$ cat src/rtl/pong_ball_ctrl.sv
// Ball motion and goal detection for pong: advances the ball once per frame_tick,
// bounces off walls and paddles, pulses player_Scored / cpu_Scored on a goal.
module pong_ball_ctrl #(
    parameter int H_RES        = 640,
    parameter int V_RES        = 480,
    parameter int BALL_SIZE    = 8,
    parameter int PADDLE_W     = 8,
    parameter int PADDLE_H     = 64,
    parameter int PLAYER_X     = 16,
    parameter int CPU_X        = 616,
    parameter int SPEED        = 2,
    parameter int SERVE_FRAMES = 60
) (
    input  logic       clk,
    input  logic       rst,
    input  logic       frame_tick,
    input  logic [9:0] player_y,
    input  logic [9:0] cpu_y,
    input  logic       player_Win,
    input  logic       cpu_Win,
    output logic [9:0] ball_x,
    output logic [9:0] ball_y,
    output logic       ball_visible,
    output logic       player_Scored,
    output logic       cpu_Scored
);

    localparam int CNT_W = $clog2(SERVE_FRAMES + 1);

    // 12-bit signed so that paddle_y + PADDLE_H and nx - SPEED never wrap.
    localparam logic signed [11:0] C_ZERO     = 12'(0);
    localparam logic signed [11:0] C_SPEED    = 12'(SPEED);
    localparam logic signed [11:0] C_BALL     = 12'(BALL_SIZE);
    localparam logic signed [11:0] C_PAD_H    = 12'(PADDLE_H);
    localparam logic signed [11:0] C_Y_MAX    = 12'(V_RES - BALL_SIZE);
    localparam logic signed [11:0] C_X_MAX    = 12'(H_RES - BALL_SIZE);
    localparam logic signed [11:0] C_PL_EDGE  = 12'(PLAYER_X + PADDLE_W);
    localparam logic signed [11:0] C_CPU_EDGE = 12'(CPU_X);

    localparam logic [9:0] X_CENTRE = 10'((H_RES - BALL_SIZE) / 2);
    localparam logic [9:0] Y_CENTRE = 10'((V_RES - BALL_SIZE) / 2);
    localparam logic [9:0] X_LEFT   = 10'(0);
    localparam logic [9:0] X_RIGHT  = 10'(H_RES - BALL_SIZE);
    localparam logic [9:0] Y_TOP    = 10'(0);
    localparam logic [9:0] Y_BOTTOM = 10'(V_RES - BALL_SIZE);
    localparam logic [9:0] X_PL_HIT = 10'(PLAYER_X + PADDLE_W);
    localparam logic [9:0] X_CPU_HIT = 10'(CPU_X - BALL_SIZE);

    localparam logic [CNT_W-1:0] CNT_LOAD = CNT_W'(SERVE_FRAMES);
    localparam logic [CNT_W-1:0] CNT_ONE  = CNT_W'(1);

    typedef enum logic [1:0] {S_SERVE, S_PLAY, S_GOAL, S_OVER} state_t;

    state_t           r_state;
    logic [9:0]       r_x;
    logic [9:0]       r_y;
    logic             r_dx_neg;
    logic             r_dy_neg;
    logic [CNT_W-1:0] r_cnt;
    logic             r_visible;
    logic             r_player_scored;
    logic             r_cpu_scored;

    logic signed [11:0] w_x, w_y, w_nx, w_ny, w_py, w_cy;
    logic               w_pl_overlap, w_cpu_overlap;
    logic               w_pl_hit, w_cpu_hit;
    logic               w_goal_left, w_goal_right;

    assign w_x  = signed'({2'b00, r_x});
    assign w_y  = signed'({2'b00, r_y});
    assign w_py = signed'({2'b00, player_y});
    assign w_cy = signed'({2'b00, cpu_y});
    assign w_nx = r_dx_neg ? w_x - C_SPEED : w_x + C_SPEED;
    assign w_ny = r_dy_neg ? w_y - C_SPEED : w_y + C_SPEED;

    // Overlap uses the current y, not the stepped one.
    assign w_pl_overlap  = (w_y + C_BALL > w_py) && (w_y < w_py + C_PAD_H);
    assign w_cpu_overlap = (w_y + C_BALL > w_cy) && (w_y < w_cy + C_PAD_H);

    assign w_pl_hit  = r_dx_neg && (w_x >= C_PL_EDGE) && (w_nx <= C_PL_EDGE) && w_pl_overlap;
    assign w_cpu_hit = !r_dx_neg && (w_x + C_BALL <= C_CPU_EDGE) &&
                       (w_nx + C_BALL >= C_CPU_EDGE) && w_cpu_overlap;

    assign w_goal_left  = !w_pl_hit && !w_cpu_hit && (w_nx <= C_ZERO);
    assign w_goal_right = !w_pl_hit && !w_cpu_hit && (w_nx >= C_X_MAX);

    // NOTE: every register here is state, so all assignments are non-blocking;
    // reading r_* anywhere in this block sees the pre-edge value.
    always_ff @(posedge clk) begin
        if (rst) begin
            r_state         <= S_SERVE;
            r_x             <= X_CENTRE;
            r_y             <= Y_CENTRE;
            r_dx_neg        <= 1'b0;
            r_dy_neg        <= 1'b0;
            r_cnt           <= CNT_LOAD;
            r_visible       <= 1'b1;
            r_player_scored <= 1'b0;
            r_cpu_scored    <= 1'b0;
        end else begin
            r_player_scored <= 1'b0;
            r_cpu_scored    <= 1'b0;
            if (frame_tick) begin
                case (r_state)
                    S_SERVE: begin
                        r_cnt <= r_cnt - CNT_ONE;
                        if (r_cnt == CNT_ONE) r_state <= S_PLAY;
                    end
                    S_PLAY: begin
                        if (w_goal_left || w_goal_right) begin
                            // y is frozen; dx is preloaded toward the conceding side for the serve.
                            r_x             <= w_goal_left ? X_LEFT : X_RIGHT;
                            r_dx_neg        <= w_goal_left;
                            r_cpu_scored    <= w_goal_left;
                            r_player_scored <= w_goal_right;
                            r_state         <= S_GOAL;
                        end else begin
                            if (w_pl_hit) begin
                                r_x      <= X_PL_HIT;
                                r_dx_neg <= 1'b0;
                            end else if (w_cpu_hit) begin
                                r_x      <= X_CPU_HIT;
                                r_dx_neg <= 1'b1;
                            end else begin
                                r_x <= w_nx[9:0];
                            end
                            if (w_ny <= C_ZERO) begin
                                r_y      <= Y_TOP;
                                r_dy_neg <= 1'b0;
                            end else if (w_ny >= C_Y_MAX) begin
                                r_y      <= Y_BOTTOM;
                                r_dy_neg <= 1'b1;
                            end else begin
                                r_y <= w_ny[9:0];
                            end
                        end
                    end
                    S_GOAL: begin
                        if (player_Win || cpu_Win) begin
                            r_state   <= S_OVER;
                            r_visible <= 1'b0;
                        end else begin
                            r_state  <= S_SERVE;
                            r_x      <= X_CENTRE;
                            r_y      <= Y_CENTRE;
                            r_dy_neg <= 1'b0;
                            r_cnt    <= CNT_LOAD;
                        end
                    end
                    S_OVER: begin
                        r_state <= S_OVER;
                    end
                endcase
            end
        end
    end

    assign ball_x        = r_x;
    assign ball_y        = r_y;
    assign ball_visible  = r_visible;
    assign player_Scored = r_player_scored;
    assign cpu_Scored    = r_cpu_scored;

endmodule
$ cat config.mk
export PLATFORM = sky130hd
export DESIGN_NAME = pong_ball_ctrl
export DESIGN_NICKNAME = d
export VERILOG_FILES = /design/src/rtl/pong_ball_ctrl.sv
export SDC_FILE = /design/constraint.sdc
export NUM_CORES = 1
export LEC_CHECK = 0
export CORE_MARGIN = 4
export CORE_UTILIZATION = 40
export DETAILED_ROUTE_END_ITERATION = 12
export DONT_BUFFER_PORTS = 1
export HOLD_SLACK_MARGIN = 0.03
export PLACE_DENSITY = 0.54
export SLEW_MARGIN = 30
export SYNTH_ARGS = -nofsm -noshare
export SYNTH_HDL_FRONTEND = slang
export SYNTH_SLANG_ARGS = --single-unit
$ cat constraint.sdc
create_clock -name clk -period 3.9 [get_ports clk]
set_input_delay 0.78 -clock clk [delete_from_list [all_inputs] [get_ports clk]]
set_output_delay 0.78 -clock clk [all_outputs]
set_load 0.05 [all_outputs]
# Word-level counts from Yosys, hierarchy flattened

Index checks and enable logic that the tools add are counted.

Bits in registers: 33
Input bits: 25
Output and inout port bits: 23
Logic and storage cells: 98

Add/sub/neg operators: 10
Magnitude comparators: 12
Equality and inequality tests: 9
Mux-type cells: 27
Bitwise operators: 3
Reduce and logical (&&, ||, !) cells: 28

Operators by type and width:

| operator                | count |
|---|---|
| $mux W10                | 9 |
| $pmux W10 S2            | 2 |
| $ge A12 B11 Y1 const B  | 2 |
| $le A12 B1 Y1 const B   | 2 |
| $mux W12                | 2 |
| $add A10 B2 Y11 const B | 2 |
| $add A10 B4 Y11 const B | 2 |
| $add A10 B7 Y11 const B | 2 |
| $lt A10 B11 Y1          | 2 |
| $sub A10 B2 Y11 const B | 2 |
| $reduce_and A3 Y1       | 5 |
| $add A12 B5 Y12 const B | 1 |
| $ge A12 B10 Y1 const B  | 1 |
| $gt A12 B11 Y1          | 1 |
| $le A12 B6 Y1 const B   | 1 |
| $pmux W6 S2             | 1 |
| $gt A11 B10 Y1          | 1 |
| $le A11 B10 Y1 const B  | 1 |
| $logic_and A1 B1 Y1     | 11 |
| $ge A10 B5 Y1 const B   | 1 |
| $ne A2 B2 Y1 const B    | 4 |
| $pmux W2 S4             | 1 |
| $mux W1                 | 7 |
| $eq A6 B1 Y1 const B    | 1 |
| other kinds (16)        | 25 |

# Longest topological paths before layout

Depth in word-level cells: 12
Gate-level depth with buffers: 15
Gate-level depth less buffers: 14

# Worst setup path after synthesis

Ideal clock, no wire load.

Kind: register -> register
From: register r_x[1] (netlist: ball_x[1])
To: register r_x[7] (netlist: ball_x[7])
Setup time: 69 ps
Data arrival time: 3635 ps
Data required time: 3831 ps
Path slack: 196 ps
Stages on the path, launching flop included: 16
Buffers on the path: 1
Clock period less this slack: 3704 ps
Cells stage by stage: dfxtp_1 clkbuf_1 inv_1 ha_1 mux2i_1 xor2_1 ha_1 a31oi_1 nand2_1 nand2_1 nor3b_1 nor4b_2 a221o_1 nand2b_1 or3b_2 o21ai_1

Longest elaborated chain between the ends: 12
Elaborated cells between the ends (all ways): 27
Classes of those cells: add/sub (4); order compare (6); mux (5); reduce/logical (12)

Ends and longest elaborated chain:

| item                                                      | RTL line | text |
|---|---|---|
| start: declaration                                        | 55       | `logic [9:0] r_x;` |
| start signal: assignment                                  | 112      | `r_x <= w_goal_left ? X_LEFT : X_RIGHT;` |
| start signal: assignment                                  | 125      | `r_x <= w_nx[9:0];` |
| $add A10 B2 Y11 / $sub A10 B2 Y11 (equally long branches) | 73       | `assign w_nx = r_dx_neg ? w_x - C_SPEED : w_x + C_SPEED;` |
| $mux W12                                                  | 73       |  |
| $add A12 B5 Y12                                           | 82       | `(w_nx + C_BALL >= C_CPU_EDGE) && w_cpu_overlap;` |
| $ge A12 B11 Y1                                            | 82       |  |
| $logic_and A1 B1 Y1                                       | 81       | `assign w_cpu_hit = !r_dx_neg && (w_x + C_BALL <= C_CPU_EDGE) &&` |
| $logic_and A1 B1 Y1                                       | 82       |  |
| $logic_not A1 Y1                                          | 84, 85   |  |
| $logic_and A1 B1 Y1                                       | 84, 85   |  |
| $logic_and A1 B1 Y1 (on tied branches)                    | 84, 85   |  |
| $logic_or A1 B1 Y1                                        | 110      | `if (w_goal_left \|\| w_goal_right) begin` |
| $mux W10 *                                                | 110      |  |
| $pmux W10 S2 *                                            | 104      | `case (r_state)` |

Mark *: on every way between the ends. The rest lies on a longest branch, timed or not.
A chain may end at the register's enable or synchronous reset.

# Worst setup path in the final report

From: register r_dx_neg
To: register r_x[7] (netlist: ball_x[7])

Longest elaborated chain between the ends: 11
Elaborated cells between the ends (all ways): 23
Classes of those cells: add/sub (1); order compare (4); mux (5); reduce/logical (13)

Ends and longest elaborated chain:

| item                                   | RTL line | text |
|---|---|---|
| start: declaration                     | 57       | `logic r_dx_neg;` |
| start signal: assignment               | 113      | `r_dx_neg <= w_goal_left;` |
| $mux W12                               | 73       |  |
| $add A12 B5 Y12                        | 82       |  |
| $ge A12 B11 Y1                         | 82       |  |
| $logic_and A1 B1 Y1                    | 81       |  |
| $logic_and A1 B1 Y1                    | 82       |  |
| $logic_not A1 Y1                       | 84, 85   |  |
| $logic_and A1 B1 Y1                    | 84, 85   |  |
| $logic_and A1 B1 Y1 (on tied branches) | 84, 85   |  |
| $logic_or A1 B1 Y1                     | 110      |  |
| $mux W10 *                             | 110      |  |
| $pmux W10 S2 *                         | 104      |  |

Marks and branches as above.

==> results.json <==
{
  "antenna_found_initial": 0,
  "start_util_pct": 41.1,
  "rsz0062_at_grt": "no",
  "viasPerCell": 5.66,
  "status": "complete, no violations",
  "dp_hpwl_mm": 7.26,
  "cts_inserted_buffers": 5,
  "synth-seq-area-share_pct": 18.4,
  "netSwitchingPower_mw": 0.166,
  "grt_overflow": 0,
  "io_buffers": 0,
  "maxCapViolCount": 0,
  "ys_seq_elements": 31,
  "powerDensity_nw_per_um2": 197,
  "synthCells": 442,
  "cp.required_ps": 4110,
  "hold_depth": 2,
  "swShare_pct": 22.7,
  "crit_type": "reg -> reg",
  "r2r_slack_ps": 360,
  "mostFrequentLayoutCells": "48 x ha_1, 39 x inv_1, 39 x nand2_1",
  "crit_fanout": 8,
  "finalSetupViolCount": 0,
  "die_area_sq_um": 9980,
  "dieWidth_microns": 99.9,
  "reg2regPathDepth": 14,
  "clkTransAtPathRegs_ps": 70,
  "use_met2_pct": 30.1,
  "drtPass1Iterations": 4,
  "max_freq_ghz": 0.282,
  "layout_commonest_cell": "ha_1",
  "drive_above_1_share_pct": 10.1,
  "num_vias": 3163,
  "period_needed_ps": 3540,
  "cts-hold-fix-buffers": 0,
  "min_to": "r_cnt[1]",
  "synth-edff-count": 0,
  "cts.repair.resized": 0,
  "avgSynthCellArea_sq_um": 7.65,
  "drt_iter0_markers": 169,
  "met3_usage_pct": 2.99,
  "cts_tree": "built",
  "place_area_sq_um": 3600,
  "antenna_left": 0,
  "p_leak_nw": 1.54,
  "first_global_vias": 3042,
  "peakVddDrop_v": 0.000215,
  "finalSetupTns_ps": 0,
  "instances_no_fill": 559,
  "n_antenna_cell": 0,
  "start_kind": "flip-flop",
  "seq_power_share_pct": 44.6,
  "place_inst": 551,
  "hold_violations": 0,
  "hold_path_class": "reg -> reg",
  "ioPinCount": 48,
  "grt_max_degree": 21,
  "relSlewSlack_pct": 47.7,
  "cts_buffer_depth": 2,
  "busiest_layer": "met2",
  "wl_per_cell_microns": 16.0,
  "gp_congestion": 0.903,
  "area_delta_synth_final_pct": 9.92,
  "nFillCells": 834,
  "drc": 0,
  "htree_levels": 2,
  "endpoint_kind": "flip-flop",
  "cts-root-buf": "clkbuf_8",
  "crit_arrival_ps": 3760,
  "wl_mm": 8.96,
  "p_clk_share_pct": 44.1,
  "timing.final.crit_share_pct": 90.8,
  "grt_pass1_wl_mm": 14.9,
  "intPower_mw": 0.564,
  "num-nets-final": 526,
  "r2r_start": "r_dx_neg",
  "core-area_sq_um": 8220,
  "netlist_area_sq_um": 3380,
  "synthDistinctLibCells": 64,
  "holdWs_ps": 469,
  "clock-sinks": 31,
  "clk_latency_ps": 280,
  "yosysWarnings": 0,
  "total_power_mw": 0.730,
  "min-delay-start": "r_cnt[1]",
  "r2r-end": "ball_x[7]",
  "die_y_microns": 99.9,
  "grt_use_total_pct": 18.2,
  "drv_slew": 0,
  "num_rows": 33,
  "postCtsSetupRepairBufs": 0,
  "async_flop_share_pct": 0,
  "synth_ff_type": "dfxtp_1",
  "comb_power_share_pct": 11.3,
  "tightestPinTransition_ps": 783,
  "skew_ps": 8.02,
  "design_area_sq_um": 3710,
  "use_met1_pct": 25.2
}
## stage by stage
step | utilization, % | worst slack, ps
floorplan | - | 196
global placement | 43.8 | 432
detailed placement | 43.8 | 396
CTS | 45.2 | 372
global route | 45.2 | 54.6
finish | 45.2 | 358
## per-layer routing
| layer | vias up | part of all wire (%) |
|---|---|---|
| met4 | 0 | 0.74 |
| met2 | 83 | 47 |
| li1 | 1618 | - |
| met3 | 7 | 5.5 |
| met5 | - | 0 |
| met1 | 1455 | 47 |
## worst max path at each step
stage | start | end | cells past startpoint
global placement | ball_y[5] | ball_y[1] | 14
detailed placement | ball_y[5] | ball_y[1] | 14
floorplan | ball_x[1] | ball_x[7] | 15
global route | r_dx_neg | ball_x[2] | 14
finish | r_dx_neg | ball_x[7] | 14
CTS | ball_y[3] | ball_y[1] | 14
## synthesized netlist by cell type, types with 5 or more instances
| cell type | instances | area, sq um |
|---|---|---|
| a21oi_1 | 26 | 130 |
| a31oi_1 | 6 | 37.5 |
| and3_1 | 6 | 37.5 |
| clkbuf_1 | 14 | 52.6 |
| dfxtp_1 | 31 | 621 |
| ha_1 | 48 | 601 |
| inv_1 | 39 | 146 |
| nand2_1 | 39 | 146 |
| nand2b_1 | 9 | 56.3 |
| nand3_1 | 21 | 105 |
| nand4_1 | 5 | 31.3 |
| nor2_1 | 24 | 90.1 |
| nor2b_1 | 7 | 43.8 |
| nor3_1 | 17 | 85.1 |
| nor4_1 | 7 | 43.8 |
| o21ai_0 | 19 | 95.1 |
| o22a_1 | 5 | 43.8 |
| or4_1 | 8 | 60.1 |
| xnor2_1 | 22 | 193 |
| xor2_1 | 7 | 61.3 |
## state kept, by name (all words and copies together) (netlist names)
| name | flops |
|---|---|
| cpu_Scored | 1 |
| r_cnt | 6 |
| ball_y | 9 |
| r_dy_neg | 1 |
| player_Scored | 1 |
| r_dx_neg | 1 |
| r_state | 2 |
| ball_visible | 1 |
| ball_x | 9 |
## worst max-delay path, stage by stage (launching register included)
cell and delay (ps):
dfxtp_1 490, nor4b_1 430, nor3_1 130, nor2_1 170
inv_1 100, ha_1 270, a31oi_1 220, nand2_1 110
nand2_1 90, nor3b_1 60, nor4b_2 290, a221o_1 290
nand2b_1 150, or3b_2 530, o21ai_1 150
## power by group through the flow
stage / Sequential [mW] / Clock, mW / Combinational (mW)
2_1_floorplan: 0.332 / 0 / 0.0714
3_3_place_gp: 0.333 / 0 / 0.0805
3_5_place_dp: 0.333 / 0 / 0.0827
4_1_cts: 0.326 / 0.330 / 0.0832
5_1_grt: 0.326 / 0.349 / 0.0957
6_report: 0.326 / 0.322 / 0.0822
## layout make-up
type	instances	area, sq um	area share [%]
clock buffers	6	82.6	2.22
clock inverters	2	35.0	0.943
inverters	39	146	3.94
multi-input cells	352	2520	67.8
flip-flops and latches	31	621	16.7
well taps	105	131	3.54
repair buffers	24	180	4.85
## kinds of logic (layout without fill, tap and decap cells)
kind of cell / after synthesis / in the layout / synth area share, %
simple gates: 165 / 165 / 26.0
compound gates: 101 / 101 / 20.7
buf+inv: 60 / 71 / 7.22
fa+ha+maj: 48 / 48 / 17.8
flops: 31 / 31 / 18.4
xor+xnor: 30 / 30 / 8.00
mux: 6 / 6 / 1.85
other cells: 1 / 2 / 0.111
Note: power is estimated with default switching activity, not from simulation.
